`src/rtl/async_fifo_pkg.sv`:
```
// Shared async FIFO definitions: default address width, derived pointer width,
// and Gray/binary conversion helpers.
package async_fifo_pkg;

   localparam int unsigned ADDR_W_DEF = 2;
   localparam int unsigned PTR_W_DEF  = ADDR_W_DEF + 1;

   function automatic int unsigned ptr_w(input int unsigned addr_w);
      return addr_w + 1;
   endfunction

   // Operands are zero-extended to 32 bits; callers cast the result back to pointer width.
   function automatic logic [31:0] bin2gray(input logic [31:0] b);
      return b ^ (b >> 1);
   endfunction

   function automatic logic [31:0] gray2bin(input logic [31:0] g, input int unsigned w);
      logic [31:0] gm;
      logic [31:0] b;
      gm = (w >= 32) ? g : (g & ((32'd1 << w) - 32'd1));
      b  = '0;
      for (int unsigned i = 0; i < 32; i++) begin
         b[i] = ^(gm >> i);
      end
      return b;
   endfunction

endpackage

```
`src/rtl/gray_wptr_cmp.sv`:
```
// Combinational full / almost-full compare of the next write pointer against the
// synchronized Gray read pointer. Almost-full decode built only with GRAY_WPTR_ALMOST_FULL_EN.
module gray_wptr_cmp
   import async_fifo_pkg::*;
#(
   parameter int unsigned PTR_W = PTR_W_DEF
) (
   input  logic [PTR_W-1:0] ptr_gray_next,
`ifdef GRAY_WPTR_ALMOST_FULL_EN
   input  logic [PTR_W-1:0] ptr_bin_next,
   output logic             afull_match,
`endif
   input  logic [PTR_W-1:0] rptr_gray_sync,
   output logic             full_match
);

   // Full when the two MSBs differ and the rest match; in Gray code that is an
   // inversion of the top two bits. With the mask cleared this becomes the empty compare.
   localparam logic [PTR_W-1:0] FULL_MASK = PTR_W'(3) << (PTR_W - 2);

   assign full_match = (ptr_gray_next == (rptr_gray_sync ^ FULL_MASK));

`ifdef GRAY_WPTR_ALMOST_FULL_EN
   localparam logic [PTR_W-1:0] AFULL_TH = PTR_W'((1 << (PTR_W - 1)) - 1);

   logic [PTR_W-1:0] rbin;
   logic [PTR_W-1:0] fill;

   assign rbin        = PTR_W'(gray2bin(32'(rptr_gray_sync), PTR_W));
   assign fill        = ptr_bin_next - rbin;
   assign afull_match = (fill >= AFULL_TH);
`endif

endmodule

```
`src/rtl/gray_wptr_encoder.sv`:
```
// Write-domain pointer generator for the async FIFO: binary RAM address, registered
// Gray pointer for the read domain, registered full. Option: GRAY_WPTR_ALMOST_FULL_EN.
module gray_wptr_encoder
   import async_fifo_pkg::*;
#(
   parameter int unsigned ADDR_W = ADDR_W_DEF
) (
   input  logic                clk_wr,
   input  logic                rst_wr_n,
   input  logic                wr_req,
   input  logic [ADDR_W:0]     rptr_gray_sync,
   output logic                wr_en,
   output logic [ADDR_W-1:0]   waddr,
   output logic [ADDR_W:0]     wptr_gray,
   output logic                full,
   output logic                almost_full
);

   localparam int unsigned PTR_W = ptr_w(ADDR_W);

   logic [PTR_W-1:0] wbin;
   logic [PTR_W-1:0] wgray;
   logic [PTR_W-1:0] wbin_next;
   logic [PTR_W-1:0] wgray_next;
   logic             full_q;
   logic             full_match;

   assign wr_en      = wr_req & ~full_q;
   assign wbin_next  = wbin + PTR_W'(wr_en);
   // Gray register loads from the next-binary conversion so only one bit toggles per write.
   assign wgray_next = PTR_W'(bin2gray(32'(wbin_next)));

`ifdef GRAY_WPTR_ALMOST_FULL_EN
   logic afull_q;
   logic afull_match;

   gray_wptr_cmp #(
      .PTR_W (PTR_W)
   ) u_cmp (
      .ptr_gray_next  (wgray_next),
      .ptr_bin_next   (wbin_next),
      .afull_match    (afull_match),
      .rptr_gray_sync (rptr_gray_sync),
      .full_match     (full_match)
   );

   always_ff @(posedge clk_wr) begin
      if (!rst_wr_n) begin
         afull_q <= 1'b0;
      end else begin
         afull_q <= afull_match;
      end
   end

   assign almost_full = afull_q;
`else
   gray_wptr_cmp #(
      .PTR_W (PTR_W)
   ) u_cmp (
      .ptr_gray_next  (wgray_next),
      .rptr_gray_sync (rptr_gray_sync),
      .full_match     (full_match)
   );

   assign almost_full = 1'b0;
`endif

   always_ff @(posedge clk_wr) begin
      if (!rst_wr_n) begin
         wbin   <= '0;
         wgray  <= '0;
         full_q <= 1'b0;
      end else begin
         wbin   <= wbin_next;
         wgray  <= wgray_next;
         full_q <= full_match;
      end
   end

   assign waddr     = wbin[ADDR_W-1:0];
   assign wptr_gray = wgray;
   assign full      = full_q;

endmodule

```
`config.mk`:
```
export PLATFORM = sky130hd
export DESIGN_NAME = gray_wptr_encoder
export DESIGN_NICKNAME = d
export VERILOG_FILES = /design/src/rtl/async_fifo_pkg.sv /design/src/rtl/gray_wptr_cmp.sv /design/src/rtl/gray_wptr_encoder.sv
export SDC_FILE = /design/constraint.sdc
export NUM_CORES = 1
export LEC_CHECK = 0
export ABC_CLOCK_PERIOD_IN_PS = 3690
export CAP_MARGIN = 20
export CORE_AREA = 2 2 39 41
export DETAILED_ROUTE_END_ITERATION = 6
export DIE_AREA = 0 0 41 43
export PLACE_DENSITY = 0.46
export SETUP_SLACK_MARGIN = 0.4
export SYNTH_ARGS = -nofsm -noshare
export SYNTH_HDL_FRONTEND = slang
export SYNTH_HIERARCHICAL = 1
export SYNTH_SLANG_ARGS = --single-unit
```
`constraint.sdc`:
```
create_clock -name clk_wr -period 3.69 [get_ports clk_wr]
set_clock_uncertainty 0.2 [all_clocks]
set_input_delay 0.9225 -clock clk_wr [delete_from_list [all_inputs] [get_ports clk_wr]]
set_output_delay 0.9225 -clock clk_wr [all_outputs]
set_load 0.05 [all_outputs]
```
Word level (Yosys, flattened, before mapping)

Cells that the tools add are included.

Divide/modulo/power cells: 0
Mux-type cells: 0
Add/sub/neg operators: 1
Reductions and logical operators: 0
Shifts and indexed selects: 0
Order comparisons: 0
Bitwise operators: 4
Multipliers: 0
Equality and inequality tests: 1

Operator list:

| cell                 | number |
|---|---|
| adder 3 x 1 -> 3 bit | 1 |
| equality test 3 bit  | 1 |
| XOR 3 x 2 -> 3 bit   | 1 |
| NOT 2 bit            | 1 |
| AND 1 bit            | 1 |
| NOT 1 bit            | 1 |

ROM bits: 0
Bits in latches: 0
Flip-flop bits (word level): 7
Memories kept: 0
Bits in writable memories: 0

Longest topological paths before layout

Gate-level depths: netlist of the first run.

Depth after elaboration: 5
Mapped depth: 7

Modules after synthesis

The synthesis of the first run kept the hierarchy.

By module, submodules not included:

| module            | area an instance (sq um) | cells an instance | instances | sequential area each (sq um) |
|---|---|---|---|---|
| gray_wptr_encoder | 242.7                    | 20                | 1         | 120.1 |
| gray_wptr_cmp     | 36.3                     | 4                 | 1         | 0.0 |

Least setup slack after synthesis of the first run

Ideal clock, no wire load.

Kind: input to register
Start point: in wr_req
End point: reg full_q (netlist: full)
Setup slack: 0.403 ns
Cell stages on the path: 7
Arrival: 2.972 ns
Path buffers: 0
Cell sequence: nor2b_1 -> ha_1 -> ha_1 -> xor3_1 -> xnor2_1 -> nor3_2 -> and2_1

Cells in the longest elaborated chain, start to end: 4

Ends and longest elaborated chain:

| element              | RTL line                | source |
|---|---|---|
| start, declared      | gray_wptr_encoder.sv:10 | `input logic wr_req,` |
| AND 1 bit            | gray_wptr_encoder.sv:28 | `assign wr_en = wr_req & ~full_q;` |
| adder 3 x 1 -> 3 bit | gray_wptr_encoder.sv:29 | `assign wbin_next = wbin + PTR_W'(wr_en);` |
| net wbin_next[1]     | gray_wptr_encoder.sv:23 | `logic [PTR_W-1:0] wbin_next;` |
| XOR 3 x 2 -> 3 bit   | async_fifo_pkg.sv:14    | `return b ^ (b >> 1);` |
| net wgray_next[1]    | gray_wptr_encoder.sv:24 | `logic [PTR_W-1:0] wgray_next;` |
| equality test 3 bit  | gray_wptr_cmp.sv:21     | `assign full_match = (ptr_gray_next == (rptr_gray_sync ^ FULL_MASK));` |
| net full_match       | gray_wptr_encoder.sv:26 | `logic full_match;` |
| end signal, assigned | gray_wptr_encoder.sv:76 | `full_q <= full_match;` |
| end, declared        | gray_wptr_encoder.sv:25 | `logic full_q;` |

The timed path passes the listed nets, and every way through them passes these cells.
A chain may end at the register's enable or synchronous reset.

Final worst setup path of the first run

Start point: in wr_req
End point: out wr_en

Cells in the longest elaborated chain, start to end: 1

Ends and longest elaborated chain:

| element       | RTL line                | source |
|---|---|---|
| AND 1 bit     | gray_wptr_encoder.sv:28 |  |
| end, declared | gray_wptr_encoder.sv:12 | `output logic wr_en,` |

No other way between the ends.

==> impl_metrics.py, run 1 <==
metrics = {
    "outcome": {
        "run_status": "complete, no violations",
    },
    "worst_setup_path": {
        "crit_type": "in2out",
        "reg2regPathDepth": 7,
        "worst-path-buf-inv": 2,
        "start_kind": "primary input",
        "crit_path_end_kind": "output port",
        "timing.rr.start": "full",
        "reg2reg_slack_ns": 1.67,
        "reg2reg_to": "full",
        "cp_max_fo": 2,
        "cp_slowest_cell": "clkdlybuf4s50_1",
        "crit_family": "buffers and inverters",
        "max_stage_delay_ns": 0.44,
        "worstPathRequired_ns": 2.57,
        "path_cells": "clkdlybuf4s50_1 > nor2b_1 > buf_4",
        "cp.arrival_ns": 1.75,
    },
    "timing": {
        "hold_viol": 0,
        "fmax_mhz": 348,
        "final.setup.worst_slack_ns": 0.820,
        "rsz0062_at_grt": "no",
        "drv_slew": 0,
        "period_minus_slack_ns": 2.87,
        "fin_setup_tns_ns": 0,
        "fin_crit_sh_pct": 77.8,
        "finalSetupViolations": 0,
    },
    "logic_synthesis": {
        "synthTopCellsByCount": "6 x dfxtp_1, 5 x and2_1, 3 x xor2_1, 2 x ha_1, 2 x xnor2_1",
        "synth.top_cell.area_share_pct": 43.0,
        "synth_ff_type": "dfxtp_1",
        "synth_area_leaders": "dfxtp_1 43%, and2_1 11%, xor2_1 9.4%",
        "syn_area_um2": 279,
        "synth_seq_cells": 6,
        "ys_warn_count": 6,
        "synth_most_common_cell": "dfxtp_1",
        "async_reset_ff_share_pct": 0,
        "synth_cell_type_count": 11,
        "synth_fp_nets": 32,
        "synth_largest_area_cell": "dfxtp_1",
        "yosysSeqAreaShare_pct": 43.0,
        "syn_inst": 24,
        "synth_edf_count": 0,
        "synth.avg_cell_area_um2": 11.6,
    },
    "cells_and_area": {
        "syn_to_final_growth_pct": 54.7,
        "final_cells": 54,
        "fin_util_pct": 31.2,
        "insertedDiodeCount": 0,
        "nNetsFinal": 48,
        "fillCellCount": 158,
        "layout-drive-gt1-share_pct": 15.8,
    },
    "clocking": {
        "cts_max_level": 1,
        "clock_sinks": 6,
        "clock_path_buffers": 2,
        "clock_latency_ns": 0.24,
        "cts_resized": 0,
        "cts_buffers": 3,
        "path_clk_slew_ns": 0.04,
        "cts_setup_buffers": 0,
        "hold_buffers": 0,
        "root_buffer": "clkbuf_4",
        "cts_tree": "built",
    },
    "floorplan": {
        "ios": 14,
        "core-area_um2": 1380,
        "die_h_um": 43,
        "num_rows": 14,
        "die-area_um2": 1760,
        "initial_utilization_pct": 20.2,
        "die_x_um": 41,
    },
    "global_routing": {
        "grt_use_total_pct": 6.73,
        "overflow": 0,
        "grt_pass1_wl_um": 662,
        "grt_start_max_net_pins": 7,
        "antenna_found_initial": 0,
        "grt_pass1_vias": 184,
    },
    "pwr": {
        "fin_total_pwr_uw": 241,
        "vdd_drop_max_v": 0.000112,
        "p_per_area_nw_per_um2": 559,
        "p_leak_uw": 0.000186,
    },
    "detailed_routing": {
        "routed_via_density": 3.57,
        "wl_per_cell_um": 8.20,
        "drt-pass1-iter-count": 1,
        "drt_wl_total_um": 443,
        "ant_nets": 0,
        "vias": 193,
        "drtIter0Drc": 0,
        "drcViolationCount": 0,
    },
    "placement": {
        "place_ws_ns": 0.581,
        "placed_cells": 51,
        "globalplace.congestion": 0.649,
        "portBuffers": 12,
    },
    "hold_path": {
        "min_path_type": "reg2reg",
        "worstHoldEndpoint": "wbin[0]",
        "min_path_cells": 2,
        "hp-start": "wbin[0]",
    },
    "run": {
        "maxCapViolCount": 0,
    },
}
## worst min-delay path, cell delays in order, from the launching register on
cell and delay, ns:
dfxtp_1 0.33, ha_1 0.16, and2_1 0.12
## sequential cells by signal, summed over array words and instances (netlist names)
signal	count
full	1
wptr_gray	2
wbin	3
## stage by stage
stage               hold WS (ns)  area (um^2)
global route               0.468          432
CTS                        0.455          432
global placement           0.410          409
detailed placement         0.444          409
floorplan                  0.688          279
finish                     0.441          432
## layout make-up
cell class | instances | area [um^2] | area share (%)
well taps | 16 | 20.0 | 4.64
clock buffers | 3 | 22.5 | 5.22
flip-flops and latches | 6 | 120 | 27.8
multi-input cells | 17 | 151 | 35.1
repair buffers | 12 | 118 | 27.2
## layer usage
layer	GRT usage [%]	vias to the layer above	part of all wire, %
li1	-	102	-
met1	5.48	85	33
met2	8.13	6	60
met3	1.57	0	6.1
met4	14.0	0	0
met5	0	-	0
## power breakdown
group | internal [uW] | switching, uW
Combinational | 43.2 | 59.8
Clock | 36.8 | 23.5
Sequential | 74.4 | 3.62
## worst max-delay path by stage
stage	from	to	slack (ns)	depth (start not counted)
floorplan	wr_req	full	0.40	7
global placement	wr_req	full	0.55	8
detailed placement	wr_req	full	0.58	8
CTS	wr_req	wr_en	0.81	3
global route	wr_req	full	0.74	8
finish	wr_req	wr_en	0.82	3
## layout by cell type (no fill, tap or decap), drive strengths merged
master,count
clkdlybuf4s50,11
and2,6
conb,1
xnor2,2
nor3,1
xor2,3
ha,2
buf,1
dfxtp,6
clkbuf,3
xor3,1
nor2b,1
## cell families after synthesis
kind of cell | count (synthesis) | synth area share (%)
DFF | 6 | 43.1
adders and majority gates | 2 | 8.97
and+or+nand+nor | 8 | 19.7
buffers and inverters | 1 | 2.69
other | 1 | 1.34
xor gates and xnor gates | 6 | 24.2
Power figures use the tool's default switching activity.
==> inputs of run 2 (changes only) <==
Settings changed: ABC_CLOCK_PERIOD_IN_PS 3690 to 2710.
Clock period 3.69 ns to 2.71 ns, I/O delays scaled along.
==> impl_metrics.py, run 2 (synthesis results as in run 1) <==
metrics = {
    "detailed_routing": {
        "ant_nets": 0,
        "routed_via_density": 3.75,
        "dr_wl_met2_um": 238,
        "routed.top_layer": "met4",
        "drt_wl_total_um": 492,
        "drcViolationCount": 0,
        "wl_met3_um": 36,
        "drtIter0Drc": 3,
        "vias": 210,
        "wl_met1_um": 194,
        "wl_per_cell_um": 8.79,
        "drt-pass1-iter-count": 4,
    },
    "timing": {
        "relSlewSlack_pct": 66.3,
        "hold_viol": 0,
        "rsz0062_at_grt": "no",
        "finalSetupViolations": 0,
        "drv_slew": 0,
        "period_minus_slack_ns": 2.21,
        "fin_crit_sh_pct": 81.4,
        "final.setup.worst_slack_ns": 0.504,
        "fmax_mhz": 453,
        "fin_setup_tns_ns": 0,
        "tightest_slew_ns": 0.505,
        "whs_ns": 0.423,
    },
    "worst_setup_path": {
        "max_stage_delay_ns": 0.79,
        "cp.arrival_ns": 1.33,
        "path_depth": 1,
        "crit_path_end_kind": "output port",
        "worstPathRequired_ns": 1.83,
        "cp_max_fo": 1,
        "worst-path-buf-inv": 1,
        "reg2regPathDepth": 7,
        "path_cells": "clkdlybuf4s50_1",
        "start_kind": "flop",
        "crit_family": "buffers and inverters",
        "crit_type": "reg2out",
        "cp_slowest_cell": "clkdlybuf4s50_1",
    },
    "global_routing": {
        "grt_use_total_pct": 7.04,
        "grt_start_max_net_pins": 7,
        "overflow": 0,
        "antenna_found_initial": 0,
        "grt_pass1_wl_um": 745,
        "grt_pass1_vias": 207,
    },
    "hold_path": {
        "min_path_cells": 2,
        "min_path_type": "reg2reg",
    },
    "cells_and_area": {
        "layout-drive-gt1-share_pct": 27.5,
        "insertedDiodeCount": 0,
        "regMostFlops": "wbin",
        "nNetsFinal": 50,
        "syn_to_final_growth_pct": 76.7,
        "final_cell_mix": "6 x dfxtp_1, 6 x clkdlybuf4s50_1, 5 x and2_1, 4 x dlygate4sd2_1",
        "largest_reg_flops": 3,
    },
    "pwr": {
        "p_per_area_nw_per_um2": 691,
        "p_leak_uw": 0.000234,
        "vdd_drop_max_v": 0.000182,
    },
    "clocking": {
        "clock_latency_ns": 0.24,
        "cts_tree": "built",
        "clock_path_buffers": 2,
        "root_buffer": "clkbuf_4",
        "path_clk_slew_ns": 0.04,
        "clock_sinks": 6,
        "cts_max_level": 1,
        "cts_buffers": 3,
    },
    "run": {
        "maxCapViolCount": 0,
    },
    "placement": {
        "globalplace.congestion": 0.662,
        "portBuffers": 12,
        "place_ws_ns": 0.00820,
    },
    "floorplan": {
        "core-area_um2": 1380,
        "die_x_um": 41,
        "initial_utilization_pct": 20.2,
        "ios": 14,
        "die-area_um2": 1760,
        "num_rows": 14,
        "die_h_um": 43,
    },
    "outcome": {
        "run_status": "complete, no violations",
    },
}
run 2: worst min-delay path, delay by kind of cell (launching register included):
family        cells  cell delay, ns
simple gates      1            0.10
fa+ha+maj         1            0.14
flops             1            0.35
run 2: metrics by stage:
stage	total power (uW)	std cells	util [%]	area, um^2
6_report	341	56	35.6	493
5_1_grt	362	56	35.6	493
4_1_cts	349	56	35.4	490
3_5_place_dp	269	52	33.4	462
3_3_place_gp	269	52	33.4	462
2_1_floorplan	221	24	-	312
run 2: power by group:
group / switching, uW / internal [uW] / leakage, uW
registers: 7.23 / 101 / 0.0000492
logic: 85.6 / 66.2 / 0.000171
clock network: 30.2 / 50.0 / 0.0000138
run 2: final timing paths:
check          startpoint            to  slack (ns)
max          wptr_gray[1]  wptr_gray[1]        0.50
min               wbin[0]       wbin[0]        0.42
max reg2reg          full          full        0.87
min reg2reg       wbin[0]       wbin[0]        0.42
run 2: final cells by class:
class | instances | area, um^2
Timing Repair Buffer | 14 | 146
Multi-Input combinational cell | 17 | 184
Clock buffer | 3 | 22.5
Sequential cell | 6 | 120
Fill cell | 151 | 891
Tap cell | 16 | 20.0
run 2: repair_timing:
item / 4_1_cts / 5_1_grt
setup endpoints to repair: 6 / 1
hold buffers: 0 / 0
resized for setup: 5 / 1
pin swaps: 4 / 0
hold endpoints to repair: 0 / 0
buffers inserted: 1 / 0
gates cloned: 0 / 0
run 2: layer usage:
metal,GRT usage [%],vias to the layer above
li1,-,106
met5,0,-
met3,1.57,2
met2,8.44,9
met4,12.0,0
met1,7.10,93
==> inputs of run 3 (changes only) <==
Settings changed: ABC_CLOCK_PERIOD_IN_PS 2710 to 2100.
Clock period 2.71 ns to 2.1 ns, I/O delays scaled along.
==> impl_metrics.py, run 3 (synthesis results as in run 1) <==
metrics = {
    "global_routing": {
        "grt_pass1_wl_um": 834,
        "overflow": 0,
        "grt_use_total_pct": 7.76,
        "grt_pass1_vias": 200,
        "grt_start_max_net_pins": 7,
        "antenna_found_initial": 0,
    },
    "clocking": {
        "cts_tree": "built",
        "root_buffer": "clkbuf_4",
        "hold_buffers": 0,
        "clock_latency_ns": 0.24,
        "clock_path_buffers": 2,
        "cts_max_level": 1,
        "cts_buffers": 3,
        "path_clk_slew_ns": 0.04,
        "clock_sinks": 6,
    },
    "cells_and_area": {
        "nNetsFinal": 53,
        "insertedDiodeCount": 0,
        "regMostFlops": "wbin",
        "fillCellCount": 133,
        "layout-drive-gt1-share_pct": 55.8,
        "fin_util_pct": 38.2,
        "final_cell_mix": "8 x buf_4, 5 x and2_1, 5 x dfxtp_1, 4 x clkdlybuf4s50_1, 4 x buf_6",
        "final_common_cell": "buf_4",
        "syn_to_final_growth_pct": 89.2,
        "final_cells": 59,
        "largest_reg_flops": 3,
    },
    "detailed_routing": {
        "drt_wl_total_um": 507,
        "drt-pass1-iter-count": 1,
        "vias": 222,
        "drcViolationCount": 0,
        "routed_via_density": 3.76,
        "wl_per_cell_um": 8.59,
        "ant_nets": 0,
        "drtIter0Drc": 0,
    },
    "floorplan": {
        "num_rows": 14,
        "initial_utilization_pct": 20.2,
        "ios": 14,
        "die_h_um": 43,
        "die_x_um": 41,
        "die-area_um2": 1760,
        "core-area_um2": 1380,
    },
    "worst_setup_path": {
        "reg2reg_to": "full",
        "crit_type": "in2reg",
        "cp_max_fo": 2,
        "cpMostUsedCell": "ha_4",
        "reg2regPathDepth": 7,
        "crit_path_end_kind": "flop",
        "cp.arrival_ns": 1.82,
        "crit_start": "wr_req",
        "worstPathRequired_ns": 2.03,
        "cp_slowest_cell": "xor3_1",
        "path_cells": "buf_6 > nor2b_4 > ha_4 > ha_4 > xor3_1 > xnor2_1 > nor3_2 > and2_1",
        "max_stage_delay_ns": 0.42,
        "start_kind": "primary input",
        "reg2reg_slack_ns": 0.26,
        "timing.rr.start": "full",
    },
    "timing": {
        "rsz0062_at_grt": "yes",
        "fmax_mhz": 530,
        "fin_crit_sh_pct": 89.8,
        "period_minus_slack_ns": 1.89,
        "hold_viol": 0,
        "finalSetupViolations": 0,
        "drv_slew": 0,
    },
    "placement": {
        "globalplace.congestion": 0.679,
        "portBuffers": 12,
        "placed_cells": 54,
    },
    "hold_path": {
        "min_path_type": "reg2reg",
        "worstHoldEndpoint": "wbin[0]",
        "hp-start": "wbin[0]",
        "min_path_cells": 2,
    },
    "pwr": {
        "p_per_area_nw_per_um2": 869,
        "p_leak_uw": 0.000236,
        "vdd_drop_max_v": 0.000229,
    },
    "outcome": {
        "run_status": "complete, no violations",
    },
    "run": {
        "maxCapViolCount": 0,
    },
}
run 3: cell count changes in the layout (fill, tap and decap cells not counted):
cell             previous run  this run
xor2_2                      0         2
dlygate4sd2_1               4         0
dlymetal6s2s_1              1         0
xor2_1                      3         1
buf_4                       1         8
buf_6                       1         4
dfxtp_1                     6         5
dfxtp_2                     0         1
clkdlybuf4s50_1             6         4
run 3: final cells by class:
type / instances / area [um^2] / share of cell area [%]
Multi-Input combinational cell: 17 / 199 / 37.7
Timing Repair Buffer: 17 / 165 / 31.3
Sequential cell: 6 / 121 / 23.0
Clock buffer: 3 / 22.5 / 4.27
Tap cell: 16 / 20.0 / 3.79
run 3: what timing repair did:
action	4_1_cts	5_1_grt
pin swaps	5	0
buffers inserted	2	0
setup endpoints to repair	6	2
hold endpoints to repair	0	0
gates resized for setup	8	0
run 3: critical path: cells and delay by family:
kind | cells | cell delay (ns)
AND/OR/NAND/NOR | 3 | 0.34
XOR/XNOR | 2 | 0.62
buffers and inverters | 1 | 0.06
adder cells (fa/ha/maj) | 2 | 0.27
run 3: power breakdown:
part | total [uW] | internal [uW] | switching (uW)
Sequential | 142 | 131 | 10.7
Combinational | 213 | 96.6 | 117
Clock | 103 | 64.5 | 39.0
Total | 459 | 293 | 166
run 3: layer usage:
layer  part of all wire, %  GRT usage, %
met2                    53          9.06
met1                    41          8.79
met4                     0          10.0
met5                     0             0
met3                   5.5          3.14
run 3: how the worst max path moves through the flow:
stage                      end  slack, ns  cells past startpoint
final                     full       0.21                      8
after global routing      full       0.13                      8
after CTS                 full       0.21                      8
after detailed placement  full      -0.45                      8
after global placement    full      -0.44                      8
after floorplan           full      -0.18                      7
run 3: stage by stage:
| step | worst slack (ns) | setup TNS, ns | instance area (um^2) | hold slack, ns | total power [uW] |
|---|---|---|---|---|---|
| floorplan | -0.183 | -0.183 | 320 | 0.447 | 286 |
| global placement | -0.439 | -0.829 | 470 | 0.437 | 347 |
| detailed placement | -0.448 | -0.900 | 470 | 0.446 | 349 |
| CTS | 0.208 | 0 | 528 | 0.472 | 467 |
| global route | 0.133 | 0 | 528 | 0.507 | 486 |
| finish | 0.214 | 0 | 528 | 0.471 | 459 |
